$ cat src/rtl/delay_stream_pkg.sv
// Shared types for the delay_stream_out prime-then-stream buffer.
package delay_stream_pkg;

    typedef enum logic {
        PRIME = 1'b0,
        RUN   = 1'b1
    } state_e;

endpackage

$ cat src/rtl/sdp_ram.sv
// Simple dual-port RAM: one write port, one registered read port, no reset.
module sdp_ram #(
    parameter int ENTRIES = 32,
    parameter int WIDTH   = 16,
    localparam int AW     = $clog2(ENTRIES)
) (
    input  logic             clk,
    input  logic             we_i,
    input  logic [AW-1:0]    waddr_i,
    input  logic [WIDTH-1:0] wdata_i,
    input  logic             re_i,
    input  logic [AW-1:0]    raddr_i,
    output logic [WIDTH-1:0] rdata_o
);

    logic [WIDTH-1:0] mem [ENTRIES];

    // Read data holds while re_i is low, so an unconsumed word stays put.
    always_ff @(posedge clk) begin
        if (we_i) mem[waddr_i] <= wdata_i;
        if (re_i) rdata_o <= mem[raddr_i];
    end

endmodule

$ cat src/rtl/delay_stream_out.sv
// Delay buffer: collects DEPTH samples before streaming them out through a
// one-word registered output with valid/ready handshake.
module delay_stream_out
    import delay_stream_pkg::*;
#(
    parameter int DEPTH  = 16,
    parameter int WIDTH  = 16,
    localparam int CAP   = 2 * DEPTH,
    localparam int CW    = $clog2(CAP) + 1
) (
    input  logic             clk,
    input  logic             rst,
    input  logic             en,
    input  logic [WIDTH-1:0] din,
    input  logic             flush,
    output logic [WIDTH-1:0] dout,
    output logic             dout_valid,
    input  logic             dout_ready,
    output logic [CW-1:0]    fill,
    output logic             overflow,
    output logic             underflow
);

    localparam int AW = $clog2(CAP);
    localparam logic [CW-1:0] CAP_C   = CW'(CAP);
    localparam logic [CW-1:0] DEPTH_C = CW'(DEPTH);

    state_e           state_q, state_d;
    logic [AW-1:0]    wrPtr_q, wrPtr_d;
    logic [AW-1:0]    rdPtr_q, rdPtr_d;
    logic [CW-1:0]    fill_q, fill_d;
    logic             pend_q, pend_d;
    logic [WIDTH-1:0] dout_q, dout_d;
    logic             doutValid_q, doutValid_d;
    logic             overflow_q, overflow_d;
    logic             underflow_q, underflow_d;
    logic             wrAcc, pop, load;
    logic [WIDTH-1:0] ramRdata;

    // pend_q marks a popped word waiting in the RAM read register. Popping only
    // when the output register is free or draining guarantees pend_q is never
    // overwritten: if it is set, the same condition also moves it out.
    assign wrAcc = en && !flush && (fill_q < CAP_C);
    assign pop   = !flush && (state_q == RUN) && (fill_q != '0) && (!doutValid_q || dout_ready);
    assign load  = !flush && pend_q && (!doutValid_q || dout_ready);

    sdp_ram #(
        .ENTRIES (CAP),
        .WIDTH   (WIDTH)
    ) u_ram (
        .clk     (clk),
        .we_i    (wrAcc),
        .waddr_i (wrPtr_q),
        .wdata_i (din),
        .re_i    (pop),
        .raddr_i (rdPtr_q),
        .rdata_o (ramRdata)
    );

    always_comb begin
        state_d     = state_q;
        wrPtr_d     = wrPtr_q;
        rdPtr_d     = rdPtr_q;
        fill_d      = fill_q;
        pend_d      = pend_q;
        dout_d      = dout_q;
        doutValid_d = doutValid_q;
        overflow_d  = overflow_q;
        underflow_d = underflow_q;

        if (en && !flush && (fill_q == CAP_C)) overflow_d = 1'b1;
        if (wrAcc) wrPtr_d = wrPtr_q + AW'(1);
        if (pop)   rdPtr_d = rdPtr_q + AW'(1);

        if (wrAcc && !pop)      fill_d = fill_q + CW'(1);
        else if (!wrAcc && pop) fill_d = fill_q - CW'(1);

        if (pop)       pend_d = 1'b1;
        else if (load) pend_d = 1'b0;

        if (load) begin
            dout_d      = ramRdata;
            doutValid_d = 1'b1;
        end else if (dout_ready) begin
            doutValid_d = 1'b0;
        end

        case (state_q)
            PRIME: if (fill_d == DEPTH_C) state_d = RUN;
            RUN: begin
                if ((fill_d == '0) && !wrAcc) begin
                    state_d     = PRIME;
                    underflow_d = 1'b1;
                end
            end
            default: state_d = PRIME;
        endcase

        // Flush keeps the sticky flags so the consumer can still see them.
        if (flush) begin
            state_d     = PRIME;
            wrPtr_d     = '0;
            rdPtr_d     = '0;
            fill_d      = '0;
            pend_d      = 1'b0;
            doutValid_d = 1'b0;
        end
    end

    always_ff @(posedge clk or negedge rst) begin
        if (!rst) begin
            state_q     <= PRIME;
            wrPtr_q     <= '0;
            rdPtr_q     <= '0;
            fill_q      <= '0;
            pend_q      <= 1'b0;
            dout_q      <= '0;
            doutValid_q <= 1'b0;
            overflow_q  <= 1'b0;
            underflow_q <= 1'b0;
        end else begin
            state_q     <= state_d;
            wrPtr_q     <= wrPtr_d;
            rdPtr_q     <= rdPtr_d;
            fill_q      <= fill_d;
            pend_q      <= pend_d;
            dout_q      <= dout_d;
            doutValid_q <= doutValid_d;
            overflow_q  <= overflow_d;
            underflow_q <= underflow_d;
        end
    end

    assign dout       = dout_q;
    assign dout_valid = doutValid_q;
    assign fill       = fill_q;
    assign overflow   = overflow_q;
    assign underflow  = underflow_q;

endmodule
$ cat config.mk
export PLATFORM = sky130hd
export DESIGN_NAME = delay_stream_out
export DESIGN_NICKNAME = d
export VERILOG_FILES = /design/src/rtl/delay_stream_pkg.sv /design/src/rtl/sdp_ram.sv /design/src/rtl/delay_stream_out.sv
export SDC_FILE = /design/constraint.sdc
export NUM_CORES = 1
export LEC_CHECK = 0
export BUFFER_PORTS_ARGS = -buffer_cell sky130_fd_sc_hd__buf_2
export CELL_PAD_IN_SITES_DETAIL_PLACEMENT = 0
export CELL_PAD_IN_SITES_GLOBAL_PLACEMENT = 2
export CORE_AREA = 2 2 229 231
export DETAILED_ROUTE_END_ITERATION = 16
export DIE_AREA = 0 0 231 233
export GPL_ROUTABILITY_DRIVEN = 0
export PLACE_DENSITY_LB_ADDON = 0.08
export SYNTH_ARGS = -nofsm -noshare
export SYNTH_HDL_FRONTEND = slang
export SYNTH_SLANG_ARGS = --single-unit
$ cat constraint.sdc
create_clock -name clk -period 2.39 [get_ports clk]
set_input_delay 0.3585 -clock clk [delete_from_list [all_inputs] [get_ports clk]]
set_output_delay 0.3585 -clock clk [all_outputs]
set_load 0.05 [all_outputs]
==> implementation parameters, run 1 <==
Parameter                              Value

STA
  Clock skew after layout    0.0274 ns
  Maximum operating frequency    404 MHz
  Tightest slew margin relative to the limit    46.0%
  Final setup slack of the worst path    -0.0860 ns
  Post-route minimum period    2.48 ns
  Share of the clock period used by the worst path after layout    104%
  Transition time at the pin with the least slew margin    0.810 ns
  Number of hold violations in the final report    0
  Final count of negative-setup-slack endpoints    16
  RSZ-0062 raised after global routing    yes
  Number of max-slew violations in the final report    0
  Worst Hold Margin    0.0960 ns

Logic synthesis
  Fraction of the yosys area taken by sequential cells    76.6%
  Ranking of synthesized cells by instance count    528 x edfxtp_1, 160 x mux4_2, 53 x nor2_1
  Cell types occupying the most area after synthesis    edfxtp_1 72%, mux4_2 16%, dfrtp_1 4.2%
  Number of nets in the synthesized netlist    991
  Synthesized netlist cell count    962
  Prevailing post-synth register cell    edfxtp_1
  Share of flip-flops with an asynchronous set or reset after synthesis    6.55%
  Cell area after technology mapping    21900 um^2
  Biggest area consumer among synthesized cells    edfxtp_1
  Flip-flop and latch count after synthesis    565
  Leading cell type by number of instances after synthesis    edfxtp_1
  Number of different library cells in the post-synthesis netlist    43
  Portion of synthesized cell area occupied by the leading cell type    72.3%
  Count of flip-flops with a built-in enable after synthesis    528
  Yosys warning total    0
  Per-instance average area after synthesis    22.8 um^2

Clock network
  Buffers from clock root to sink, at most    3
  Sinks on Clock Net    565
  Clock-pin slew of the registers on the worst-case setup and hold paths    0.06 ns
  Root Driver    clkbuf_16
  CTS HTree Levels    2
  Cts bufs inserted    60
  CTS tree    built
  Clock insertion delay at the later pin of the skew report    0.62 ns

Worst hold path
  Destination of the worst hold path    pend_q
  Number of stages on the worst hold path    3
  Worst hold path class    input pin to register
  Hold path start    dout_ready

Critical path
  Type of the setup path with the least slack    register to register
  Data required time of the critical path    2.76 ns
  Maximum fanout along the worst path    12
  Category of the worst setup path capture point    register
  Critical path's largest stage delay    0.52 ns
  Startpoint Class    register
  Flop-to-flop setup slack    -0.09 ns
  Capturing point of the worst reg2reg path    u_ram.rdata_o[1]
  Critical path cell sequence    buf_12 -> buf_16 -> buf_12 -> mux4_2 -> mux4_2 -> mux2_4
  Reg2reg path depth    6
  Source of the worst register-to-register timing path    rdPtr_q[0]
  Endpoint arrival time on the critical path    2.85 ns
  Critical path's slowest cell    mux4_2

Cells and area
  Layout cell share with drive strength beyond 1    41.4%
  ANT cells    0
  Net total in the final layout    1165
  Number of fillers in the final layout    4058
  Area growth, synth to finish    21.4%
  Final design instance area without fill    26600 um^2

Floorplanning
  Die width    231 um
  Core region area    51100 um^2
  Starting density of the core    42.9%
  DIE HEIGHT    233 um
  Total I/O pin count    46
  Number of rows created at floorplan    83
  Area of the die    53800 um^2

Power and ir drop
  Cell area power density    767 nW/um^2
  Leakage power    8.51 nW
  Internal Power    16.4 mW
  Sequential Power Share    53.2%
  Clock network power share    44.7%
  Worst IR Drop VDD    0.527 mV
  Sw Ratio    19.9%
  Sw power    4.07 mW
  Part of the power in combinational logic    2.0%

Detailed routing
  Count of TritonRoute iterations in the first routing pass    5
  Antenna viol nets, final    0
  Ratio of routed vias to standard cells    5.56
  Final wirelength    52600 um
  Wire length per cell    28.2 um
  Number of remaining DRC errors    0
  DR vias    10.4k
  Violation count after the first detailed-routing iteration    783

Run status
  Failing checks    setup timing
  Status    finished, violations left

GRT
  Met2 Usage GRT    32.9%
  Busiest layer in global routing    met2
  GR Util All Layers    20.2%
  Number of antenna violations at the first check in global routing    1
  Global routing met3 resource utilization    3.32%
  Largest net degree at the start of global routing    38
  Vias in the first global route    10.7k
  Total gr overflow    0
  Met1 Usage GRT    28.3%
  Global-route wire length before repair    76000 um

Place
  Number of buffer cells added on primary ports    45
  Total cell area at the placement stage    24200 um^2
  Post-DP HPWL    29900 um

Job
  Max-Cap Viols    0
-- state kept, by name, summed over array words and instances, names as in the netlist, 5 cells and up --
name,cells
rdPtr_q,5
u_ram.mem,512
dout,16
wrPtr_q,5
fill,6
u_ram.rdata_o,16
-- routing by layer --
metal,share of wire (%),up-vias
met5,0.015,-
met4,2.2,2
met3,4.5,74
met2,49,266
met1,44,5636
li1,-,4400
-- cell usage in the layout, fill, tap and decap left out, types with 7 or more instances in the layout --
cell / count
buf_12: 47
buf_16: 7
buf_2: 45
buf_4: 56
clkbuf_1: 14
clkbuf_16: 63
clkinv_1: 8
clkinv_2: 12
dfrtp_1: 31
edfxtp_1: 528
ha_1: 8
mux2_2: 26
mux4_2: 160
nand2_1: 10
nand3b_1: 8
nor2_1: 20
nor2_4: 32
o21ai_0: 7
-- worst max path at each step --
stage | startpoint | to | slack, ns | cells past startpoint
finish | rdPtr_q[0] | u_ram.rdata_o[1] | -0.09 | 6
global route | rdPtr_q[0] | u_ram.rdata_o[1] | -0.14 | 6
CTS | rdPtr_q[0] | u_ram.rdata_o[7] | -0.14 | 5
detailed placement | rdPtr_q[0] | u_ram.rdata_o[1] | -0.13 | 5
global placement | rdPtr_q[0] | u_ram.rdata_o[1] | -0.12 | 5
floorplan | fill[5] | state_q | 0.004 | 9
-- repair_timing --
item                                    CTS  global route
pin swaps                                 0             0
cloned                                    4             1
endpoints found under the hold margin    32             0
setup buffers                             4            16
resized for setup                        11             6
hold buffers                              2             0
endpoints found under the setup margin   16            18
-- power groups by stage --
stage	Combinational, mW	Sequential (mW)	Clock, mW
detailed placement	0.421	11.1	0
floorplan	0.141	11.1	0
global route	0.458	10.9	9.77
CTS	0.426	10.9	9.38
finish	0.416	10.9	9.14
global placement	0.412	11.1	0
-- kinds of logic after synthesis --
logic type	synth area share (%)
flip-flops	76.6
XOR/XNOR	0.320
AO/OA/AOI/OAI	0.719
AND/OR/NAND/NOR	2.48
buffers and inverters	1.34
multiplexers	18.1
adder cells (fa/ha/maj)	0.457
-- area by class of cell --
cell class / count / area, um^2 / area share [%]
tap: 680 / 851 / 3.20
clock inverter: 34 / 319 / 1.20
inverter: 5 / 18.8 / 0.0705
timing repair buffer: 161 / 1860 / 6.98
clock buffer: 79 / 1650 / 6.18
multi-input combinational: 343 / 5130 / 19.3
sequential: 565 / 16800 / 63.1
-- metrics by stage --
step / worst slack, ns / std cells / util, % / TNS, ns / power [mW]
detailed placement: -0.126 / 1727 / 47.4 / -0.917 / 11.5
CTS: -0.143 / 1850 / 51.7 / -1.19 / 20.7
finish: -0.0860 / 1867 / 52.1 / -0.787 / 20.4
global route: -0.141 / 1867 / 52.1 / -1.62 / 21.1
global placement: -0.117 / 1727 / 47.4 / -0.792 / 11.5
floorplan: 0.00416 / 962 / - / 0 / 11.2
-- critical path: cells and delay by family, from the launching register on --
family / cells / cell delay, ns
buffers and inverters: 3 / 0.43
flip-flops: 1 / 0.49
multiplexers: 3 / 1.29
Note: power is estimated with default switching activity, not from simulation.
==> run 2, diff against run 1 <==
--- a/config.mk
+++ b/config.mk
@@ -8,9 +8,9 @@
 export BUFFER_PORTS_ARGS = -buffer_cell sky130_fd_sc_hd__buf_2
 export CELL_PAD_IN_SITES_DETAIL_PLACEMENT = 0
 export CELL_PAD_IN_SITES_GLOBAL_PLACEMENT = 2
-export CORE_AREA = 2 2 229 231
+export CORE_AREA = 2 2 224 226
 export DETAILED_ROUTE_END_ITERATION = 16
-export DIE_AREA = 0 0 231 233
+export DIE_AREA = 0 0 226 228
 export GPL_ROUTABILITY_DRIVEN = 0
 export PLACE_DENSITY_LB_ADDON = 0.08
 export SYNTH_ARGS = -nofsm -noshare
==> implementation parameters, run 2 (synthesis results as in run 1) <==
Parameter                              Value

Cells and area
  Layout cell share with drive strength beyond 1    40.6%
  Final cell count without fillers    1855
  Most common cell after layout, fill and taps aside    edfxtp_1
  ANT cells    0
  Share of the core filled with cells    53.6%
  Number of flip-flops under the largest register name    512
  Final design instance area without fill    26400 um^2
  Net total in the final layout    1166
  Biggest register    u_ram.mem
  Area growth, synth to finish    20.6%
  Commonest cells after routing, fill and taps aside    528 x edfxtp_1, 160 x mux4_2, 63 x clkbuf_16

Detailed routing
  Count of TritonRoute iterations in the first routing pass    5
  Number of remaining DRC errors    0
  Final wirelength    53200 um
  Violation count after the first detailed-routing iteration    1092
  Antenna viol nets, final    0
  Wire length per cell    28.7 um
  DR vias    10.4k
  Ratio of routed vias to standard cells    5.61

STA
  Tightest slew margin relative to the limit    60.1%
  Clock skew after layout    0.0173 ns
  Final count of negative-setup-slack endpoints    15
  Post-route minimum period    2.49 ns
  Final setup slack of the worst path    -0.0983 ns
  Worst Hold Margin    0.0705 ns
  RSZ-0062 raised after global routing    yes
  Number of max-slew violations in the final report    0
  Share of the clock period used by the worst path after layout    104%
  Number of hold violations in the final report    0
  Maximum operating frequency    402 MHz
  Transition time at the pin with the least slew margin    0.599 ns
  Setup TNS    -0.814 ns

Job
  Max-Cap Viols    0

GRT
  Global-route wire length before repair    77000 um
  GR Util All Layers    21.3%
  Total gr overflow    0
  Vias in the first global route    10.6k
  Number of antenna violations at the first check in global routing    1
  Largest net degree at the start of global routing    38

Critical path
  Flop-to-flop setup slack    -0.1 ns
  Type of the setup path with the least slack    register to register
  Data required time of the critical path    2.75 ns
  Endpoint arrival time on the critical path    2.85 ns
  Category of the worst setup path capture point    register
  Maximum fanout along the worst path    7
  Startpoint Class    register

Power and ir drop
  Power Total    19.7 mW
  Worst IR Drop VDD    0.587 mV
  Leakage power    8.43 nW
  Cell area power density    746 nW/um^2

Place
  Post-DP HPWL    29600 um
  Placed Instances    1720
  Total cell area at the placement stage    24200 um^2
  Number of buffer cells added on primary ports    45
  Pre-CTS setup slack    -0.204 ns

Worst hold path
  Worst hold path class    input pin to register

Floorplanning
  Starting density of the core    44.4%
  Number of rows created at floorplan    82
  Total I/O pin count    46
  Core region area    49300 um^2
  Die width    226 um
  Area of the die    51500 um^2
  DIE HEIGHT    228 um

Run status
  Status    finished, violations left
  Failing checks    setup timing

Clock network
  Cts bufs inserted    59
  Buffers from clock root to sink, at most    3
  Clock insertion delay at the later pin of the skew report    0.62 ns
  Sinks on Clock Net    565
  Clock-pin slew of the registers on the worst-case setup and hold paths    0.06 ns
  CTS tree    built
  CTS HTree Levels    2
  Root Driver    clkbuf_16
[run 2: cell count changes in the layout (fill, tap and decap cells not counted), moves of 3 or more]
cell / delta
bufinv_16: -3
clkinv_1: +7
clkbuf_8: -3
inv_6: +3
clkinvlp_4: -6
[run 2: area by class of cell]
| type | instances | area (um^2) |
|---|---|---|
| fill | 3807 | 22900 |
| sequential | 565 | 16800 |
| multi-input combinational | 343 | 5130 |
| timing repair buffer | 163 | 1920 |
| clock buffer | 75 | 1540 |
| tap | 672 | 841 |
| clock inverter | 32 | 210 |
| inverter | 5 | 18.8 |
[run 2: final timing paths]
check	start	end	cells after the start
max	rdPtr_q[0]	u_ram.rdata_o[15]	6
min	dout_ready	dout_valid	4
max reg2reg	rdPtr_q[0]	u_ram.rdata_o[15]	6
min reg2reg	overflow	overflow	1
max in group asynchronous	rst	rdPtr_q[3]	3
min in group asynchronous	rst	rdPtr_q[1]	2
[run 2: what timing repair did]
item | CTS | global route
resized for setup | 8 | 12
buffers inserted | 5 | 13
hold buffers | 2 | 0
hold endpoints to repair | 18 | 0
pin swaps | 0 | 0
endpoints found under the setup margin | 16 | 18
gates cloned | 4 | 5
[run 2: per-layer routing]
layer / GRT usage [%] / share of wire [%] / up-vias
met3: 3.53 / 4.8 / 75
met5: 0 / 0.024 / -
met4: 7.10 / 2.6 / 2
li1: - / - / 4411
met1: 31.1 / 44 / 5624
met2: 32.9 / 48 / 295
[run 2: report_power, final]
part	internal, mW	total (mW)	leakage, nW	switching (mW)
Sequential	10.9	10.9	5.25	0.0145
Combinational	0.124	0.412	2.32	0.288
Clock	4.73	8.45	0.859	3.71
[run 2: critical path: stages (launching register included)]
cell	delay, ns
dfrtp_4	0.51
buf_6	0.15
clkbuf_16	0.15
clkbuf_16	0.17
mux4_2	0.41
mux4_2	0.55
mux2_4	0.29
